--- config.mk ---
export PLATFORM = sky130hd
export DESIGN_NAME = fifo_level
export DESIGN_NICKNAME = d
export VERILOG_FILES = /design/src/rtl/fifo_pkg.sv /design/src/rtl/fifo_mem.sv /design/src/rtl/fifo_level.sv
export SDC_FILE = /design/constraint.sdc
export NUM_CORES = 1
export LEC_CHECK = 0
export ABC_AREA = 1
export CAP_MARGIN = 40
export CORE_ASPECT_RATIO = 0.8
export CORE_UTILIZATION = 45
export CTS_BUF_LIST = sky130_fd_sc_hd__clkbuf_2 sky130_fd_sc_hd__clkbuf_4 sky130_fd_sc_hd__clkbuf_8
export CTS_CLUSTER_SIZE = 25
export DETAILED_ROUTE_END_ITERATION = 6
export DONT_BUFFER_PORTS = 1
export GPL_TIMING_DRIVEN = 0
export PLACE_DENSITY = 0.68
export SETUP_SLACK_MARGIN = 0.4
export SLEW_MARGIN = 10
export SYNTH_ARGS = -nofsm -noshare
export SYNTH_HDL_FRONTEND = slang
export SYNTH_SLANG_ARGS = --single-unit
--- constraint.sdc ---
create_clock -name clk -period 4.36 [get_ports clk]
set_clock_uncertainty 0.2 [all_clocks]
set_input_delay 0.872 -clock clk [delete_from_list [all_inputs] [get_ports clk]]
set_output_delay 0.872 -clock clk [all_outputs]
set_load 0.01 [all_outputs]
--- src/rtl/fifo_pkg.sv ---
// Shared types and helpers for the fifo_level stream buffer.
// Operation encoding is {push, pop}; count/hwm need one bit more than the pointers.
package fifo_pkg;

    typedef enum logic [1:0] {
        FIFO_NONE = 2'b00,
        FIFO_R    = 2'b01,
        FIFO_W    = 2'b10,
        FIFO_WR   = 2'b11
    } fifo_op_e;

    // Occupancy spans 0..2**depth_w inclusive, so it needs depth_w+1 bits.
    function automatic int unsigned count_width(input int unsigned depth_w);
        return depth_w + 1;
    endfunction

endpackage

--- src/rtl/fifo_mem.sv ---
// Storage array for fifo_level: synchronous write port, asynchronous read port.
// Contents are deliberately not reset.
module fifo_mem #(
    parameter int unsigned ADDR_W = 5,
    parameter int unsigned DATA_W = 8
) (
    input  logic              clk,
    input  logic              we,
    input  logic [ADDR_W-1:0] waddr,
    input  logic [DATA_W-1:0] wdata,
    input  logic [ADDR_W-1:0] raddr,
    output logic [DATA_W-1:0] rdata
);

    localparam int unsigned DEPTH = 1 << ADDR_W;

    logic [DATA_W-1:0] mem [DEPTH];

    always_ff @(posedge clk) begin
        if (we) begin
            mem[waddr] <= wdata;
        end
    end

    assign rdata = mem[raddr];

endmodule

--- src/rtl/fifo_level.sv ---
// Single-clock ready/valid FIFO with occupancy, almost-full/empty flags, flush and a
// high-water-mark monitor. Pointers wrap naturally; count disambiguates full from empty.
module fifo_level
    import fifo_pkg::*;
#(
    parameter int unsigned FIFO_DEPTH_W    = 5,
    parameter int unsigned DATA_W          = 8,
    parameter int unsigned ALMOST_FULL_TH  = 28,
    parameter int unsigned ALMOST_EMPTY_TH = 4
) (
    input  logic                                     clk,
    input  logic                                     rst,
    input  logic [DATA_W-1:0]                        a_data,
    input  logic                                     a_valid,
    output logic                                     a_ready,
    output logic [DATA_W-1:0]                        b_data,
    output logic                                     b_valid,
    input  logic                                     b_ready,
    input  logic                                     flush,
    input  logic                                     hwm_clr,
    output logic [count_width(FIFO_DEPTH_W)-1:0]     count,
    output logic                                     almost_full,
    output logic                                     almost_empty,
    output logic [count_width(FIFO_DEPTH_W)-1:0]     hwm
);

    localparam int unsigned CNT_W = count_width(FIFO_DEPTH_W);
    localparam int unsigned DEPTH = 1 << FIFO_DEPTH_W;

    localparam logic [CNT_W-1:0] DEPTH_C = CNT_W'(DEPTH);
    localparam logic [CNT_W-1:0] AF_TH   = CNT_W'(ALMOST_FULL_TH);
    localparam logic [CNT_W-1:0] AE_TH   = CNT_W'(ALMOST_EMPTY_TH);
    localparam logic [CNT_W-1:0] ONE_C   = CNT_W'(1);

    logic [FIFO_DEPTH_W-1:0] wr_ptr_q, wr_ptr_d;
    logic [FIFO_DEPTH_W-1:0] rd_ptr_q, rd_ptr_d;
    logic [CNT_W-1:0]        count_q, count_d;
    logic [CNT_W-1:0]        hwm_q, hwm_d;
    logic [CNT_W-1:0]        hwm_base;
    logic                    full, empty;
    logic                    push, pop;
    fifo_op_e                op;

    // Handshake qualification.
    assign full    = (count_q == DEPTH_C);
    assign empty   = (count_q == '0);
    assign a_ready = ~full & ~flush;
    assign b_valid = ~empty & ~flush;
    assign push    = a_valid & a_ready;
    assign pop     = b_valid & b_ready;
    assign op      = fifo_op_e'({push, pop});

    fifo_mem #(
        .ADDR_W (FIFO_DEPTH_W),
        .DATA_W (DATA_W)
    ) u_mem (
        .clk   (clk),
        .we    (push),
        .waddr (wr_ptr_q),
        .wdata (a_data),
        .raddr (rd_ptr_q),
        .rdata (b_data)
    );

    always_comb begin
        count_d = count_q;
        unique case (op)
            FIFO_W:    count_d = count_q + ONE_C;
            FIFO_R:    count_d = count_q - ONE_C;
            FIFO_WR:   count_d = count_q;
            FIFO_NONE: count_d = count_q;
            default:   count_d = count_q;
        endcase
        if (flush) begin
            count_d = '0;
        end
    end

    always_comb begin
        wr_ptr_d = wr_ptr_q;
        rd_ptr_d = rd_ptr_q;
        if (push) begin
            wr_ptr_d = wr_ptr_q + 1'b1;
        end
        if (flush) begin
            rd_ptr_d = wr_ptr_q;
        end else if (pop) begin
            rd_ptr_d = rd_ptr_q + 1'b1;
        end
    end

    // Clearing and flushing in the same cycle leaves hwm at zero.
    always_comb begin
        hwm_base = hwm_clr ? '0 : hwm_q;
        hwm_d    = (count_d > hwm_base) ? count_d : hwm_base;
    end

    always_ff @(posedge clk) begin
        if (rst) begin
            wr_ptr_q <= '0;
            rd_ptr_q <= '0;
            count_q  <= '0;
            hwm_q    <= '0;
        end else begin
            wr_ptr_q <= wr_ptr_d;
            rd_ptr_q <= rd_ptr_d;
            count_q  <= count_d;
            hwm_q    <= hwm_d;
        end
    end

    assign count        = count_q;
    assign hwm          = hwm_q;
    assign almost_full  = (count_q >= AF_TH);
    assign almost_empty = (count_q <= AE_TH);

    // Full and empty both leave the pointers equal, so the low count bits track the difference.
    logic [FIFO_DEPTH_W-1:0] ptr_diff;
    assign ptr_diff = wr_ptr_q - rd_ptr_q;

    a_no_push_when_full: assert property (@(posedge clk) disable iff (rst) !(push && full));
    a_no_pop_when_empty: assert property (@(posedge clk) disable iff (rst) !(pop && empty));
    a_count_matches_ptrs: assert property (@(posedge clk) disable iff (rst)
        (count_q <= DEPTH_C) && (count_q[FIFO_DEPTH_W-1:0] == ptr_diff));

endmodule

=== Word-level counts from Yosys, hierarchy flattened ===
Memories as Yosys holds them, arrays and structs flattened. A register that Yosys moved wholly into a read port is not among the register bits.
Index checks and enable logic that the tools add are counted.

* Register bits: 22
* Latch bits: 0
* RAM bits: 256
* Memory bits (read-only): 0
* Bits of input ports: 14
* Output and inout bits: 24
* Logic and storage cells: 37
* Memories kept: 1

{| class="wikitable"
|+ Memory list
! memory !! depth !! bits a word !! read ports !! clocked after Yosys merged registers in !! wr ports !! RTL line !! source
|-
| u_mem.mem || 32 || 8 || 1 || 1 || 1 || fifo_mem.sv:17 || <nowiki>logic [DATA_W-1:0] mem [DEPTH];</nowiki>
|}

* $add $sub $neg: 4
* Multipliers: 0
* Div/mod/pow operators: 0
* Magnitude comparators: 3
* Eq/ne operators: 4
* Shifts and indexed selects: 0
* Mux-type cells: 10
* Bitwise gates (word level): 7
* Reductions and logical operators: 4

{| class="wikitable"
|+ Operators by type and width
! cell !! count
|-
| $mux 5 || 4
|-
| $mux 6 || 3
|-
| $pmux 6 s3 || 1
|-
| $add 5x1->5 const B || 2
|-
| $add 6x1->6 const B || 1
|-
| $eq 6x6->1 const B || 1
|-
| $ge 6x5->1 const B || 1
|-
| $gt 6x6->1 || 1
|-
| $le 6x3->1 const B || 1
|-
| $logic_not 6->1 || 1
|-
| $sub 6x1->6 const B || 1
|-
| $and 1x1->1 || 4
|-
| $eq 2x2->1 const B || 2
|-
| $not 1->1 || 3
|-
| $eq 2x1->1 const B || 1
|-
| $logic_not 2->1 || 1
|-
| $mux 1 || 2
|-
| $reduce_bool 2->1 || 1
|-
| $reduce_or 2->1 || 1
|}

=== Logic depth before layout (Yosys ltp) ===
* Depth in word-level cells: 10
* Depth in mapped cells: 24
* Mapped depth without buffers: 24

=== Cells and area by module ===
From an unflattened synthesis, not the netlist that was laid out.

* Cells, all modules: 1126
* Area, all modules: 12052.8 µm²

{| class="wikitable"
|+ Modules (own cells, without submodules)
! module !! instances !! cells an instance !! area an instance (µm²) !! sequential area each (µm²)
|-
| fifo_mem || 1 || 914 || 10626.4 || 7687.4
|-
| fifo_level || 1 || 212 || 1426.4 || 440.4
|}

=== Least setup slack after synthesis ===
Ideal clock, no wire load.

* Kind: input to register
* From: in flush
* To: reg hwm_q[1] (netlist: hwm[1])
* Setup time: 0.117 ns
* Data arrival time: 3.478 ns
* Data required time: 4.043 ns
* Setup slack: 0.565 ns
* Stages: 22
* Buffers on the path: 2
* Cell sequence: clkbuf_2 > inv_1 > nand3_1 > buf_2 > ha_1 > ha_1 > inv_1 > nand2_1 > nand2_1 > or2_2 > nand3_1 > nand2_1 > inv_1 > ha_1 > nand2_1 > inv_1 > o21bai_1 > nand3_1 > nand2_1 > inv_1 > a21oi_1 > nor2_1

* Cells in the longest elaborated chain, start to end: 9
* Elaborated cells between the ends (all ways): 14
* Those cells by class: order compare (1); eq/ne (3); mux (3); bitwise (5); reduce/logical (2)

{| class="wikitable"
|+ RTL lines
! element !! RTL line !! source
|-
| start, declared || fifo_level.sv:19 || <nowiki>input logic flush,</nowiki>
|-
| $not 1->1 || fifo_level.sv:47, fifo_level.sv:48 ||
|-
| $and 1x1->1 (on tied branches) || fifo_level.sv:48, fifo_level.sv:47 ||
|-
| $and 1x1->1 (on tied branches) || fifo_level.sv:50, fifo_level.sv:49 ||
|-
| $eq 2x2->1 or $logic_not 2->1 (tied branches) || fifo_level.sv:67 || <nowiki>unique case (op)</nowiki>
|-
| $reduce_or 2->1 (no source line) || - ||
|-
| $pmux 6 s3 || fifo_level.sv:67 ||
|-
| $mux 6 (*) || fifo_level.sv:74 || <nowiki>if (flush) begin</nowiki>
|-
| net count_d[3] || fifo_level.sv:37 || <nowiki>logic [CNT_W-1:0] count_q, count_d;</nowiki>
|-
| $gt 6x6->1 (*) || fifo_level.sv:95 || <nowiki>hwm_d = (count_d > hwm_base) ? count_d : hwm_base;</nowiki>
|-
| $mux 6 (*) || fifo_level.sv:95 ||
|-
| end signal, assigned || fifo_level.sv:108 || <nowiki>hwm_q <= hwm_d;</nowiki>
|-
| end, declared || fifo_level.sv:38 || <nowiki>logic [CNT_W-1:0] hwm_q, hwm_d;</nowiki>
|}

Mark *: on every way through the listed nets, which the timed path passes. The rest lies on a longest branch.
A chain may end at the register's enable or synchronous reset.

=== Worst setup path after layout ===
* From: reg count_q[5] (netlist: count[5])
* To: reg hwm_q[0] (netlist: hwm[0])

* Cells in the longest elaborated chain, start to end: 10
* Elaborated cells between the ends (all ways): 19
* Those cells by class: add/sub (2); order compare (1); eq/ne (4); mux (3); bitwise (6); reduce/logical (3)

{| class="wikitable"
|+ RTL lines
! element !! RTL line !! source
|-
| start, declared || fifo_level.sv:37 ||
|-
| start signal, assigned || fifo_level.sv:107 || <nowiki>count_q <= count_d;</nowiki>
|-
| $eq 6x6->1 or $logic_not 6->1 (tied branches) || fifo_level.sv:45, fifo_level.sv:46 ||
|-
| $not 1->1 (on tied branches) || fifo_level.sv:47, fifo_level.sv:48 ||
|-
| $and 1x1->1 (on tied branches) || fifo_level.sv:47, fifo_level.sv:48 ||
|-
| $and 1x1->1 (on tied branches) || fifo_level.sv:49, fifo_level.sv:50 ||
|-
| $eq 2x2->1 or $logic_not 2->1 (tied branches) || fifo_level.sv:67 ||
|-
| $reduce_or 2->1 (no source line) || - ||
|-
| $pmux 6 s3 (*) || fifo_level.sv:67 ||
|-
| $mux 6 (*) || fifo_level.sv:74 ||
|-
| net count_d[5] || fifo_level.sv:37 ||
|-
| $gt 6x6->1 (*) || fifo_level.sv:95 ||
|-
| $mux 6 (*) || fifo_level.sv:95 ||
|}

Marks and branches as above.

==> flow_metrics.py <==
metrics = {
    "route": {
        "wire_per_inst_um": 19.68,
        "dr.pass1.iters": 5,
        "drc_errors": 0,
        "drt_wl_total_um": 30480,
        "drt_first_iter_violations": 945,
        "via_per_inst": 5.434,
        "via_count": 8418,
        "detail-route-antenna-nets": 0,
    },
    "setup_path": {
        "r2r_slack_ps": 790,
        "critPathLaunch": "count[5]$_SDFF_PP0_",
        "critical_path.max_stage_delay_ps": 480,
        "critPathCapture": "hwm[0]$_SDFF_PP0_",
        "crit_chain": "nor2_1, nand3_1, nand2_1, nor2_2, ha_2, ha_1, a21oi_1, nand2_1, nand2_1, nand3_1, nand2_1, inv_1, ha_1, nand2_1, nor2_1, nand2_1, nand3_1, nand2_2, inv_2, nand2_1, nand2_1, nor2_1",
        "endpoint_kind": "register",
        "cp_num_cells": 22,
        "slowest_stage": "dfxtp_1",
        "reg2reg_from": "count[5]$_SDFF_PP0_",
        "rr_worst_depth": 22,
        "crit_required_ps": 4600,
        "crit_fanout": 7,
        "path_buf_inv": 2,
        "cp.arrival_ps": 3800,
        "cpMostUsedCell": "nand2_1",
        "timing.rr.end": "hwm[0]$_SDFF_PP0_",
        "crit_type": "reg2reg",
        "cp-start-kind": "register",
        "cp_top_family": "simple AND/OR/NAND/NOR gates",
    },
    "synth": {
        "synth_edf_count": 256,
        "synth_seq_cells": 283,
        "syn_inst": 1118,
        "async_reset_ff_share_pct": 0,
        "yosysSeqAreaShare_pct": 68.42,
        "synth_nets": 1149,
        "syn_avg_cell_area_sq_um": 10.76,
        "yosysUniqueCellTypes": 28,
        "yosysWarnings": 0,
        "synthFlopType": "edfxtp_1",
        "synthesis.area_sq_um": 12030,
    },
    "finish": {
        "final_cell_mix": "nand2_1 (382), edfxtp_1 (256), nand3_1 (228)",
        "layout_commonest_cell": "nand2_1",
        "fillers": 2332,
        "diodes": 0,
        "nets": 1195,
        "drive_above_1_share_pct": 10.74,
        "syn2layout_area_growth_pct": 10.88,
        "final_area_sq_um": 13330,
    },
    "place": {
        "portBuffers": 0,
        "hpwl_um": 19800,
        "place_area_sq_um": 12490,
        "place.gp.congestion": 0.9009,
    },
    "die": {
        "ios": 38,
        "die_area_sq_um": 27380,
        "rows": 53,
        "die_y_um": 148.2,
        "core_area_sq_um": 26260,
        "start_util_pct": 45.79,
        "die_w_um": 184.8,
    },
    "timing": {
        "slew_violations": 0,
        "setup_violations": 0,
        "final_hold_viol_count": 0,
        "final.period_utilization_pct": 81.82,
        "rsz0062_at_grt": "false",
        "worstMarginPinSlew_ps": 919.6,
        "slew_headroom_pct": 38.36,
        "clock.fmax_mhz": 280.3,
        "min_period_ps": 3567,
        "fin_setup_tns_ps": 0,
        "hold_ws_ps": 191.5,
    },
    "clock_network": {
        "path_clk_slew_ps": 60,
        "cts_buffer_depth": 3,
        "cts_buffers": 42,
        "cts_hold_buf": 0,
        "root_buffer": "clkbuf_8",
        "clk_latency_ps": 550,
        "cts_tree": "built",
        "htreeDepth": 2,
        "clkSinkCount": 283,
        "post_cts_buffers": 0,
    },
    "pwr": {
        "comb_power_share_pct": 9.5,
        "power_w": 0.005744,
        "power.switching_w": 0.001425,
        "clkPwrFrac_pct": 37.6,
        "p_seq_share_pct": 52.9,
        "cellInternalPower_w": 0.004319,
        "leakagePower_nw": 4.931,
        "p_sw_share_pct": 24.81,
        "vdd_drop_max_mv": 0.2701,
        "powerDensity_nw_per_um2": 430.8,
    },
    "global_routing": {
        "grt_usage_pct": 22.65,
        "antenna_found_initial": 0,
        "grt_max_degree": 33,
        "grt_pass1_wl_um": 45750,
        "grt-ovfl-total": 0,
        "grt_pass1_vias": 7974,
    },
    "min_path": {
        "hold_class": "in2reg",
        "min-delay-start": "rst",
    },
    "status": {
        "status": "complete, no violations",
    },
    "run": {
        "timing.max_cap.violations": 0,
    },
}
-- stage by stage --
step / worst slack [ps] / utilization (%) / cells
floorplan: 565.1 / - / 1118
global placement: 81.53 / 47.49 / 1475
detailed placement: 71.24 / 47.58 / 1477
CTS: 491.7 / 50.71 / 1549
global route: 448.9 / 50.78 / 1549
finish: 792.8 / 50.78 / 1549
-- power groups by stage --
stage,sequential [W],combinational (W),clock [W]
after floorplan,0.00309,0.000384,0
after CTS,0.00304,0.000528,0.00218
after global placement,0.00309,0.000517,0
after detailed placement,0.00309,0.000525,0
after global routing,0.00304,0.000609,0.00228
final,0.00304,0.000544,0.00216
-- routing by layer --
layer  global-route usage [%]  up-vias  wire [um]
met1                    33.61     3973      13320
met2                    32.42      433      12840
met3                    5.656       67       3569
li1                         -     3945          -
met5                        0        -          0
met4                    7.438        0        747
-- registers in the layout (all words and copies together), names as in the netlist, named ones only --
name	count
rd_ptr_q	5
wr_ptr_q	5
count	6
hwm	6
u_mem.mem	256
-- cells in the mapped netlist, types with 4 or more instances --
library cell  instances  share of area [%]
o21ai_0              10               0.42
dfxtp_1              27                4.5
buf_4                14               0.87
nor2_1               50                1.6
a21oi_1              25                1.0
ha_1                 16                1.7
nand3_1             228                9.5
nor3_1                4               0.17
and2_1                9               0.47
clkbuf_1             11               0.34
nand2_1             383                 12
edfxtp_1            256                 64
buf_2                29                1.2
inv_1                35                1.1
-- how the worst min path moves through the flow --
stage / cells past startpoint / to / slack [ps]
2_1_floorplan: 2 / register / 260
3_3_place_gp: 2 / rd_ptr_q[4]$_SDFFE_PP0N_ / 300
3_5_place_dp: 2 / rd_ptr_q[4]$_SDFFE_PP0N_ / 300
4_1_cts: 1 / wr_ptr_q[4]$_SDFFE_PP0P_ / 170
5_1_grt: 1 / count[1]$_SDFF_PP0_ / 170
6_report: 1 / count[1]$_SDFF_PP0_ / 190
-- cell families (layout without fill, tap and decap cells) --
| group | Yosys count | after routing | synth area share [%] |
|---|---|---|---|
| AOI/OAI and AO/OA | 41 | 41 | 1.831 |
| xor gates and xnor gates | 3 | 3 | 0.2185 |
| adders and majority gates | 17 | 17 | 1.831 |
| buffers and inverters | 94 | 168 | 3.746 |
| DFF | 283 | 283 | 68.42 |
| and+or+nand+nor | 680 | 680 | 23.95 |
-- cell type report --
| type | count | area [sq um] | share of cell area [%] |
|---|---|---|---|
| plain buffers | 57 | 314.1 | 2.355 |
| clock buffers | 61 | 745.7 | 5.593 |
| clock inverters | 11 | 77.57 | 0.5818 |
| inverters | 37 | 138.9 | 1.042 |
| multi-input cells | 741 | 3364 | 25.23 |
| flip-flops and latches | 283 | 8234 | 61.75 |
| well taps | 357 | 446.7 | 3.350 |
| repair buffers | 2 | 12.51 | 0.09384 |
-- what timing repair did --
action	in CTS	in global routing
resized for setup	0	11
endpoints found under the setup margin	0	6
hold endpoints to repair	0	0
(Power assumes the default switching activity.)
